### src/rtl/micro_sequencer.sv
// Next-micro-address controller for the multicycle microprogrammed MIPS datapath.
// Selects the next uPC each cycle, stalls on memory waits, recovers from unmapped opcodes and counts retirements.
module micro_sequencer #(
    parameter logic [4:0] FETCH_ADDR = 5'd0,
    parameter int         CNT_W      = 16
) (
    input  logic             clk,
    input  logic             rst_n,
    input  logic [1:0]       addr_ctl,
    input  logic             mem_op,
    input  logic             mem_ready,
    input  logic [5:0]       opcode,
    output logic [4:0]       upc,
    output logic [1:0]       sel,
    output logic             stall,
    output logic             illegal_op,
    output logic [CNT_W-1:0] retired
);

    localparam logic [5:0] OP_RTYPE = 6'h00;
    localparam logic [5:0] OP_LW    = 6'h23;
    localparam logic [5:0] OP_SW    = 6'h2B;
    localparam logic [5:0] OP_BEQ   = 6'h04;
    localparam logic [5:0] OP_J     = 6'h02;
    localparam logic [5:0] OP_ADDI  = 6'h08;

    localparam logic [1:0] SEL_SEQ   = 2'b00;
    localparam logic [1:0] SEL_DISP1 = 2'b01;
    localparam logic [1:0] SEL_DISP2 = 2'b10;
    localparam logic [1:0] SEL_FETCH = 2'b11;

    localparam logic [CNT_W-1:0] CNT_ONE = {{(CNT_W-1){1'b0}}, 1'b1};

    logic [4:0] d1_addr;
    logic       d1_hit;
    logic [4:0] d2_addr;
    logic [4:0] upc_nxt;

    always_comb begin
        d1_addr = FETCH_ADDR;
        d1_hit  = 1'b1;
        case (opcode)
            OP_RTYPE: d1_addr = 5'd6;
            OP_LW:    d1_addr = 5'd2;
            OP_SW:    d1_addr = 5'd2;
            OP_BEQ:   d1_addr = 5'd8;
            OP_J:     d1_addr = 5'd9;
            OP_ADDI:  d1_addr = 5'd10;
            default:  d1_hit  = 1'b0;
        endcase
    end

    always_comb begin
        d2_addr = FETCH_ADDR;
        case (opcode)
            OP_LW:   d2_addr = 5'd3;
            OP_SW:   d2_addr = 5'd5;
            default: d2_addr = FETCH_ADDR;
        endcase
    end

    // A memory wait outranks an unmapped dispatch, so illegal_op is masked during a stall.
    assign stall      = mem_op & ~mem_ready;
    assign illegal_op = ~stall & (addr_ctl == SEL_DISP1) & ~d1_hit;
    assign sel        = illegal_op ? SEL_FETCH : addr_ctl;

    always_comb begin
        upc_nxt = FETCH_ADDR;
        case (sel)
            SEL_SEQ:   upc_nxt = upc + 5'd1;
            SEL_DISP1: upc_nxt = d1_addr;
            SEL_DISP2: upc_nxt = d2_addr;
            default:   upc_nxt = FETCH_ADDR;
        endcase
    end

    // Only an explicit fetch retires; illegal-opcode recovery also lands on FETCH_ADDR but is not counted.
    always_ff @(posedge clk or negedge rst_n) begin
        if (!rst_n) begin
            upc     <= FETCH_ADDR;
            retired <= '0;
        end else if (!stall) begin
            upc <= upc_nxt;
            if (addr_ctl == SEL_FETCH)
                retired <= retired + CNT_ONE;
        end
    end

endmodule

### config.mk
export PLATFORM = sky130hd
export DESIGN_NAME = micro_sequencer
export DESIGN_NICKNAME = d
export VERILOG_FILES = /design/src/rtl/micro_sequencer.sv
export SDC_FILE = /design/constraint.sdc
export NUM_CORES = 1
export LEC_CHECK = 0
export ABC_CLOCK_PERIOD_IN_PS = 2600
export CORE_UTILIZATION = 25
export DETAILED_ROUTE_END_ITERATION = 16
export SETUP_SLACK_MARGIN = 0.3
export SKIP_CTS_REPAIR_TIMING = 1
export SYNTH_ARGS = -nofsm -noshare
export SYNTH_HDL_FRONTEND = slang
export SYNTH_SLANG_ARGS = --single-unit
### constraint.sdc
create_clock -name clk -period 2.6 [get_ports clk]
set_clock_uncertainty 0.2 [all_clocks]
set_input_delay 0.65 -clock clk [delete_from_list [all_inputs] [get_ports clk]]
set_output_delay 0.65 -clock clk [all_outputs]
set_load 0.05 [all_outputs]
# --- Word level (Yosys, flattened, before mapping) ---
# Index checks and enable logic that the tools add are counted.
classes:
  bitwise: 6
  n_mul: 0
  eq_ne: 9
  div_mod_pow: 0
  n_shift: 0
  n_reduce_logical: 5
  magnitude_cmp: 0
  add_sub_neg: 2
  mux: 5
ops:
  columns: ["op", "n"]
  rows:
  - ["4-bit case mux with 5 select lines", 1]
  - ["16-bit by 1-bit adder with 16-bit output, second input constant", 1]
  - ["5-bit case mux with 3 select lines", 1]
  - ["6-bit == test, second input constant", 2]
  - ["6-bit by 2-bit == test with 1-bit output, second input constant", 1]
  - ["6-bit by 3-bit == test with 1-bit output, second input constant", 1]
  - ["6-bit by 4-bit == test with 1-bit output, second input constant", 1]
  - ["6-bit zero test", 1]
  - ["3-bit case mux with 2 select lines", 1]
  - ["6-bit OR reduction", 1]
  - ["5-bit by 1-bit adder with 5-bit output, second input constant", 1]
  - ["2-bit by 1-bit == test with 1-bit output, second input constant", 2]
  - ["2-bit == test, second input constant", 2]
  - ["1-bit bitwise AND", 3]
  - ["1-bit NOT", 3]
  - ["2-bit zero test", 1]
  - ["2-bit 2-to-1 mux", 1]
  - ["2-bit AND reduction", 1]
  - ["2-bit OR reduction", 1]
  - ["1-bit 2-to-1 mux", 1]
totals:
  rom_bits: 0
  ff_bits: 21
  latchBits: 0
  word_cells: 29
  ram_bits: 0
  n_memories: 0
  output_inout_bits: 25

# --- Longest topological paths before layout ---
# Gate-level depths: netlist of the first run.
logic_depth:
  ltp_word: 8
  mapped_depth: 6
  ltp_nobuf: 5

# --- Least setup slack after synthesis of the first run ---
# OpenSTA, ideal clock, no wires.
synth_timing:
  kind: "input-to-output"
  startpoint: "input mem_ready"
  endpoint: "output illegal_op"
  setup_slack_ns: -0.006
  arrival_ns: 1.756
  stages: 5
  required_time_ns: 1.750
  n_path_buf: 1
  path_cell_list: "nand2b_1 -> buf_2 -> nand2_1 -> o21bai_1 -> nor2_1"
synth_between:
  elab_chain_len: 5
synth_lines:
  columns: ["item", "line", "text"]
  rows:
  - ["from (decl)", "11", "input logic mem_ready,"]
  - ["1-bit NOT", "63", "assign stall = mem_op & ~mem_ready;"]
  - ["1-bit bitwise AND", "63", null]
  - ["1-bit NOT (no source line)", null, null]
  - ["1-bit bitwise AND (2 in series)", "64", "assign illegal_op = ~stall & (addr_ctl == SEL_DISP1) & ~d1_hit;"]
  - ["to (decl)", "16", "output logic illegal_op,"]
# Every way passes these cells.

# --- Worst setup path after layout of the first run ---
layout_timing:
  startpoint: "input opcode[4]"
  endpoint: "output sel[1]"
layout_between:
  elab_chain_len: 6
  elab_cells_between_ends: 11
layout_lines:
  columns: ["item", "line", "text"]
  rows:
  - ["from (decl)", "12", "input logic [5:0] opcode,"]
  - ["6-bit == test (tied with other cells)", "42", "case (opcode)"]
  - ["6-bit OR reduction (no source line) (*)", null, null]
  - ["1-bit 2-to-1 mux (*)", "42", null]
  - ["1-bit NOT (*)", "64", null]
  - ["1-bit bitwise AND (*)", "64", null]
  - ["2-bit 2-to-1 mux (*)", "65", "assign sel = illegal_op ? SEL_FETCH : addr_ctl;"]
  - ["to (decl)", "14", "output logic [1:0] sel,"]
# Mark *: on every way between the ends. The rest lies on a longest branch, timed or not.

==> results.txt, run 1 <==
- Class of the most critical hold timing path: flip-flop to flip-flop
- In this run the most used layer during global routing was met2.
- Clock Sinks: 21
* Inserted Clock Buffers: 3
- After synthesis, the share of flip-flops with an asynchronous set or reset is 100%.
- The worst path uses 94.9% of the clock period.
* Post-layout net count: 179
- Gpl congestion: 0.817
- Yosys warning total: 0
* Main flop type after synthesis: sky130_fd_sc_hd__dfrtp_1
- Horiz. Die Dim: 70.4 um
* Endpoint type of the worst setup path: output port
- Run status: finished, final reports clean
- STA puts the critical path data required time at 1.75 ns.
* Top cell type by total area after synthesis: sky130_fd_sc_hd__dfrtp_1
- Number of inserted filler cells in the final layout: 413
- Number of synthesized flops with an enable pin: 0
- Summing all flip-flop and latch instances after layout gives 526 um^2.
- The clock period could shrink to 2.47 ns.
* Count of routing violations after the opening detailed-route iteration: 49
- Setup violations remaining at the end of the flow were counted as 0.
* Syn Std Cell Area: 1170 um^2
- In this run the number of H-tree levels came out at 1.
- Pin count of the biggest net entering global routing: 22
* Placeable Area: 4410 um^2
* Met3 track demand over resource: 4.04%
- For this block, the routed nets add up to 2790 um of wire.
- Synth-to-Final Area Change: 63.0%
- Maximum clock insertion buffer count: 2
* Slew HR: 63.9%
- Across the VDD grid, the largest voltage drop is 0.217 mV.
- Cell types occupying the most area after synthesis: sky130_fd_sc_hd__dfrtp_1, sky130_fd_sc_hd__xnor2_1, sky130_fd_sc_hd__xor2_1
* Synth Area per Inst: 10.4 um^2
- Wire length of the first global-routing pass: 4370 um
- Share of cells above drive strength 1: 25.6%
- Count of port buffers added during placement: 36
- Setup repair after global routing could not meet its margin everywhere.
- Measured on the finished design, the core utilization comes to 43.2%.
- After global routing the overflow that remains totals 0.
- In this run the static leakage power is 1.16 nW.
- Dividing total power by cell area gives a power density of 577 nW/um^2.
* Type of the worst setup path: primary input to output port
- TritonCTS built the clock tree.
* FF+latch count, synth: 21
- The number of hold violations in the final report came to 0.
- Remaining number of nets flagged by the antenna check after routing: 0
- The initial antenna violation count is 0.
- STA classifies the critical path startpoint as a primary input.
- Maxcap violations: 0
- For the pin with the worst max-slew slack, the measured transition is 0.541 ns.
- CTS Root Cell: sky130_fd_sc_hd__clkbuf_8
* GR Layer Usage met2: 18.7%
- The worst register-to-register path has a setup slack of 0.99 ns.
- The commonest cells after synthesis are sky130_fd_sc_hd__dfrtp_1, sky130_fd_sc_hd__nand2_1, sky130_fd_sc_hd__xnor2_1.
* # diodes: 0
- Number of distinct library cells after synthesis: 36
* Remaining design rule violation count: 0
- 37 I/O pins were placed.
- Average wire length per cell after detail routing: 12.9 um
- Maximum clock rate: 0.405 GHz
- DP HPWL: 2170 um
- In the routed layout, each cell is associated on average with a via count of 4.91.
- Number of instances in the synthesized netlist: 113
* Number of global-route vias before repair: 970
* Top-count cell post-synth: sky130_fd_sc_hd__dfrtp_1
- Once the floorplan was initialized, standard cells occupied 26.5% of the core.
* Arrival time of data at the critical path endpoint: 1.62 ns
- Nets in the synthesized netlist: 127
- The pre-antenna-repair detailed-routing pass consisted of 4 iterations.
- Grt met1 use: 13.3%
- At the later pin of the worst-skew pair, clock insertion delay measures 0.25 ns.
* Via count: 1,061
- Total power for the finished layout comes to 1.10 mW.
- The initialized floorplan defines 24 standard-cell rows.
- Area taken by multi-input logic gates: 677 um^2
- Across every metal layer, demand over resource in global routing totals 11.1%.
* DIE AREA: 4960 um^2
- Of all nets on the critical path, the largest fanout is 4.
* Reg clk slew, reported paths: 0.08 ns
- Of the post-synthesis cell area, the dominant cell type holds 44.9%.
- Final max-slew violation count: 0
* Portion of the post-synthesis area used by sequential elements: 44.9%
* Overall die height: 70.4 um
-- final timing paths --
kind	cells after the start	from	end
max reg2reg	5	retired[0]$_DFFE_PN0P_	retired[6]$_DFFE_PN0P_
min	1	retired[15]$_DFFE_PN0P_	retired[15]$_DFFE_PN0P_
min reg2reg	1	retired[15]$_DFFE_PN0P_	retired[15]$_DFFE_PN0P_
max	4	opcode[4]	sel[1]
max in group asynchronous	2	rst_n	retired[8]$_DFFE_PN0P_
min in group asynchronous	2	rst_n	retired[9]$_DFFE_PN0P_
-- metrics by stage --
stage / hold WS (ns) / TNS [ns] / setup slack (ns) / std cells / cell area, um^2
floorplan: 0.154 / 0 / 0.283 / 113 / 1210
global placement: 0.264 / -0.765 / -0.375 / 211 / 1760
detailed placement: 0.267 / -0.931 / -0.437 / 211 / 1760
CTS: 0.282 / -0.847 / -0.438 / 215 / 1800
global route: 0.289 / 0 / 0.0948 / 216 / 1910
finish: 0.276 / 0 / 0.134 / 216 / 1910
-- power by group --
| group | total (mW) | internal (mW) | switching [mW] |
|---|---|---|---|
| Sequential | 0.440 | 0.374 | 0.0664 |
| Combinational | 0.448 | 0.170 | 0.278 |
| Clock | 0.211 | 0.107 | 0.105 |
-- state kept, by name (all words and copies together) (netlist names) --
signal	flops
retired	16
upc	5
-- layout by cell type (no fill, tap or decap), types with 3 or more instances in the layout --
cell,netlist,layout
sky130_fd_sc_hd__dlymetal6s2s_1,0,26
sky130_fd_sc_hd__or3_1,3,3
sky130_fd_sc_hd__and4_1,3,3
sky130_fd_sc_hd__buf_12,0,4
sky130_fd_sc_hd__a21oi_1,4,4
sky130_fd_sc_hd__clkbuf_8,0,3
sky130_fd_sc_hd__nand3_1,8,8
sky130_fd_sc_hd__buf_4,1,14
sky130_fd_sc_hd__dfrtp_1,21,21
sky130_fd_sc_hd__nand4_1,5,5
sky130_fd_sc_hd__xnor2_1,11,11
sky130_fd_sc_hd__nand2_1,11,10
sky130_fd_sc_hd__nor2_1,7,6
sky130_fd_sc_hd__xor2_1,6,6
-- routing by layer --
layer	up-vias	wire, um
met3	0	223
met5	-	0
met1	514	1200
li1	513	-
met4	0	0
met2	34	1370
-- cells by family (layout without fill, tap and decap cells) --
logic type / count (synthesis) / in the layout / share of synthesized area, %
muxes: 1 / 1 / 0.962
buffers and inverters: 7 / 58 / 3.31
adders and majority gates: 2 / 2 / 2.14
AOI/OAI and AO/OA: 14 / 14 / 8.99
and+or+nand+nor: 51 / 51 / 27.0
xor gates and xnor gates: 17 / 17 / 12.7
DFF: 21 / 21 / 44.9
-- critical path, stage by stage --
cell and delay, ns:
sky130_fd_sc_hd__clkdlybuf4s50_1 0.51, sky130_fd_sc_hd__o21bai_4 0.24, sky130_fd_sc_hd__nand2b_4 0.07, sky130_fd_sc_hd__buf_8 0.15
-- layout make-up --
class	count	area share [%]
timing repair buffer	51	30.5
clock buffer	3	2.17
tap	52	3.41
clock inverter	1	0.262
sequential	21	27.6
inverter	3	0.591
multi-input combinational	85	35.5
Note: power is estimated with default switching activity, not from simulation.
==> run 2, diff against run 1 <==
- ABC_CLOCK_PERIOD_IN_PS: 2600 -> 2500
- clock period: 2.6 -> 2.5 ns (I/O delays scaled with it)
==> results.txt, run 2 (synthesized netlist as in run 1, its figures left out) <==
- The class of the most critical hold timing path is flip-flop to flip-flop (unchanged).
* Maximum level of the CTS H-tree: 1 (unchanged)
- The detailed-placement wirelength estimate is 2190 um (was 2170 um).
* Reported leakage power: 1.17 nW (was 1.16 nW)
- The flip-flop count of the largest register, all copies and words added was 16 (unchanged).
- DIE AREA: 4960 um^2 (unchanged)
* Skew-Pair Late Insertion Delay: 0.26 ns (was 0.25 ns)
- Number of placed instances, taps included: 212 (was 211)
- The number of non-filler instances in the completed layout came to 218 (was 216).
- Global router's overall resource usage: 11.5% (was 11.1%)
* Overall die height: 70.4 um (unchanged)
- The post-detailed-route via-to-cell ratio is 4.89 (was 4.91).
- The initial core utilization came to 26.5% (unchanged).
* Count of port buffers added during placement: 36 (unchanged)
- Overall routed net length: 2900 um (was 2790 um)
* CTS Root Cell: sky130_fd_sc_hd__clkbuf_8 (unchanged)
- Wire length of the first global-routing pass: 4530 um (was 4370 um)
- Register name with the most flops: retired (unchanged)
- Pin count of the biggest net entering global routing: 22 (unchanged)
* Maximum clock rate: 0.404 GHz
- Most common cell after layout, fill and taps aside: sky130_fd_sc_hd__dlymetal6s2s_1 (unchanged)
* Final max-slew violation count: 0 (unchanged)
- The critical path data arrival time is 1.65 ns (was 1.62 ns).
- Remaining number of nets flagged by the antenna check after routing: 0 (unchanged)
* Total overflow reported by the global router: 0 (unchanged)
- Maximum clock insertion buffer count: 2 (unchanged)
* Min Tclk post-route: 2.48 ns
- Final hold violation count: 0 (unchanged)
* Number of global-route vias before repair: 998 (was 970)
* Required time of the worst setup path: 1.67 ns (was 1.75 ns)
- # diodes: 0 (unchanged)
* Inserted Clock Buffers: 3 (unchanged)
* PwrDens: 595 nW/um^2 (was 577 nW/um^2)
- Worst IR Drop VDD: 0.217 mV (about the same)
- The slew at the pin closest to its max-slew limit was 0.525 ns (was 0.541 ns).
* Fraction of the cycle the final worst path needs: 99.1%
* Slew HR: 65.0% (was 63.9%)
- Total chip power: 1.15 mW (was 1.10 mW)
* Largest driver fanout on the critical path: 5 (was 4)
- Synth-to-Final Area Change: 64.7% (was 63.0%)
* IO Count: 37 (unchanged)
- The first-pass iteration count of the detailed router was 4 (unchanged).
* Post-layout net count: 181 (was 179)
- Floorplan row count: 24 (unchanged)
* Startpoint class of the critical path: primary input (unchanged)
- The initial antenna violation count was 0 (unchanged).
* Clock Sinks: 21 (unchanged)
* Run status: finished, final reports clean (unchanged)
- Commonest cells after routing, fill and taps aside: sky130_fd_sc_hd__dlymetal6s2s_1, sky130_fd_sc_hd__dfrtp_1, sky130_fd_sc_hd__buf_4, sky130_fd_sc_hd__xnor2_1, sky130_fd_sc_hd__nand2_1 (unchanged)
- The element type at the critical path end was an output port (unchanged).
* Setup-failing EPs final: 0 (unchanged)
* Placeable Area: 4410 um^2 (unchanged)
- The remaining routing DRC violations came to 0 (unchanged).
- Reg clk slew, reported paths: 0.08 ns (about the same)
* Average wire length per cell after detail routing: 13.3 um (was 12.9 um)
- Unrepaired setup endpoints after global routing: yes (unchanged)
- The total number of vias came to 1,067 (was 1,061).
* Type of the worst setup path: primary input to output port (unchanged)
- Clock tree from TritonCTS: yes (unchanged)
- Maxcap violations: 0 (unchanged)
- The final estimated routing congestion in global placement was 0.770 (was 0.817).
- The fraction of final layout cells with drive strength greater than 1 is 27.7% (was 25.6%).
- Largest regs: retired x16, upc x5 (unchanged).
* Count of routing violations after the opening detailed-route iteration: 26 (was 49)
* Horiz. Die Dim: 70.4 um (unchanged)
[run 2: per-stage QoR]
stage	hold slack [ns]	instance area, um^2	worst slack (ns)	util, %	TNS, ns
after floorplan	0.129	1210	0.233	-	0
after global placement	0.264	1750	-0.431	39.7	-1.09
after detailed placement	0.263	1750	-0.512	39.7	-1.48
after CTS	0.277	1800	-0.515	40.7	-1.03
after global routing	0.288	1930	-0.0314	43.7	-0.0560
final	0.269	1930	0.0237	43.7	0
[run 2: where the power goes]
| group | total, mW | internal, mW | leakage [nW] | switching [mW] |
|---|---|---|---|---|
| Combinational | 0.470 | 0.178 | 0.864 | 0.292 |
| Sequential | 0.456 | 0.389 | 0.280 | 0.0671 |
| Clock | 0.221 | 0.111 | 0.0255 | 0.110 |
[run 2: final cells by class]
type                    count  area (um^2)
flip-flops and latches     21          526
fillers                   405         2490
multi-input cells          85          688
inverters                   3         13.8
clock inverters             1         5.00
well taps                  52         65.1
clock buffers               3         41.3
repair buffers             53          588
[run 2: critical path, stage by stage]
cell	delay, ns
sky130_fd_sc_hd__buf_4	0.15
sky130_fd_sc_hd__and4b_2	0.28
sky130_fd_sc_hd__nor3_4	0.24
sky130_fd_sc_hd__o21bai_4	0.10
sky130_fd_sc_hd__nor2_4	0.11
sky130_fd_sc_hd__buf_12	0.14
[run 2: final timing paths]
kind | cells past startpoint | slack [ns] | startpoint | end
max | 6 | 0.02 | opcode[0] | illegal_op
min | 1 | 0.27 | retired[15]$_DFFE_PN0P_ | retired[15]$_DFFE_PN0P_
max reg2reg | 5 | 0.83 | retired[0]$_DFFE_PN0P_ | retired[6]$_DFFE_PN0P_
min reg2reg | 1 | 0.27 | retired[15]$_DFFE_PN0P_ | retired[15]$_DFFE_PN0P_
max in group asynchronous | 2 | 1.37 | rst_n | retired[7]$_DFFE_PN0P_
min in group asynchronous | 2 | 0.51 | rst_n | upc[3]$_DFFE_PN0N_
[run 2: routing by layer]
metal / GRT usage, % / vias up / routed length, um
met3: 4.18 / 2 / 243
met1: 13.9 / 513 / 1220
met4: 3.33 / 0 / 16
met5: 0 / - / 0
met2: 19.2 / 36 / 1430
li1: - / 516 / -
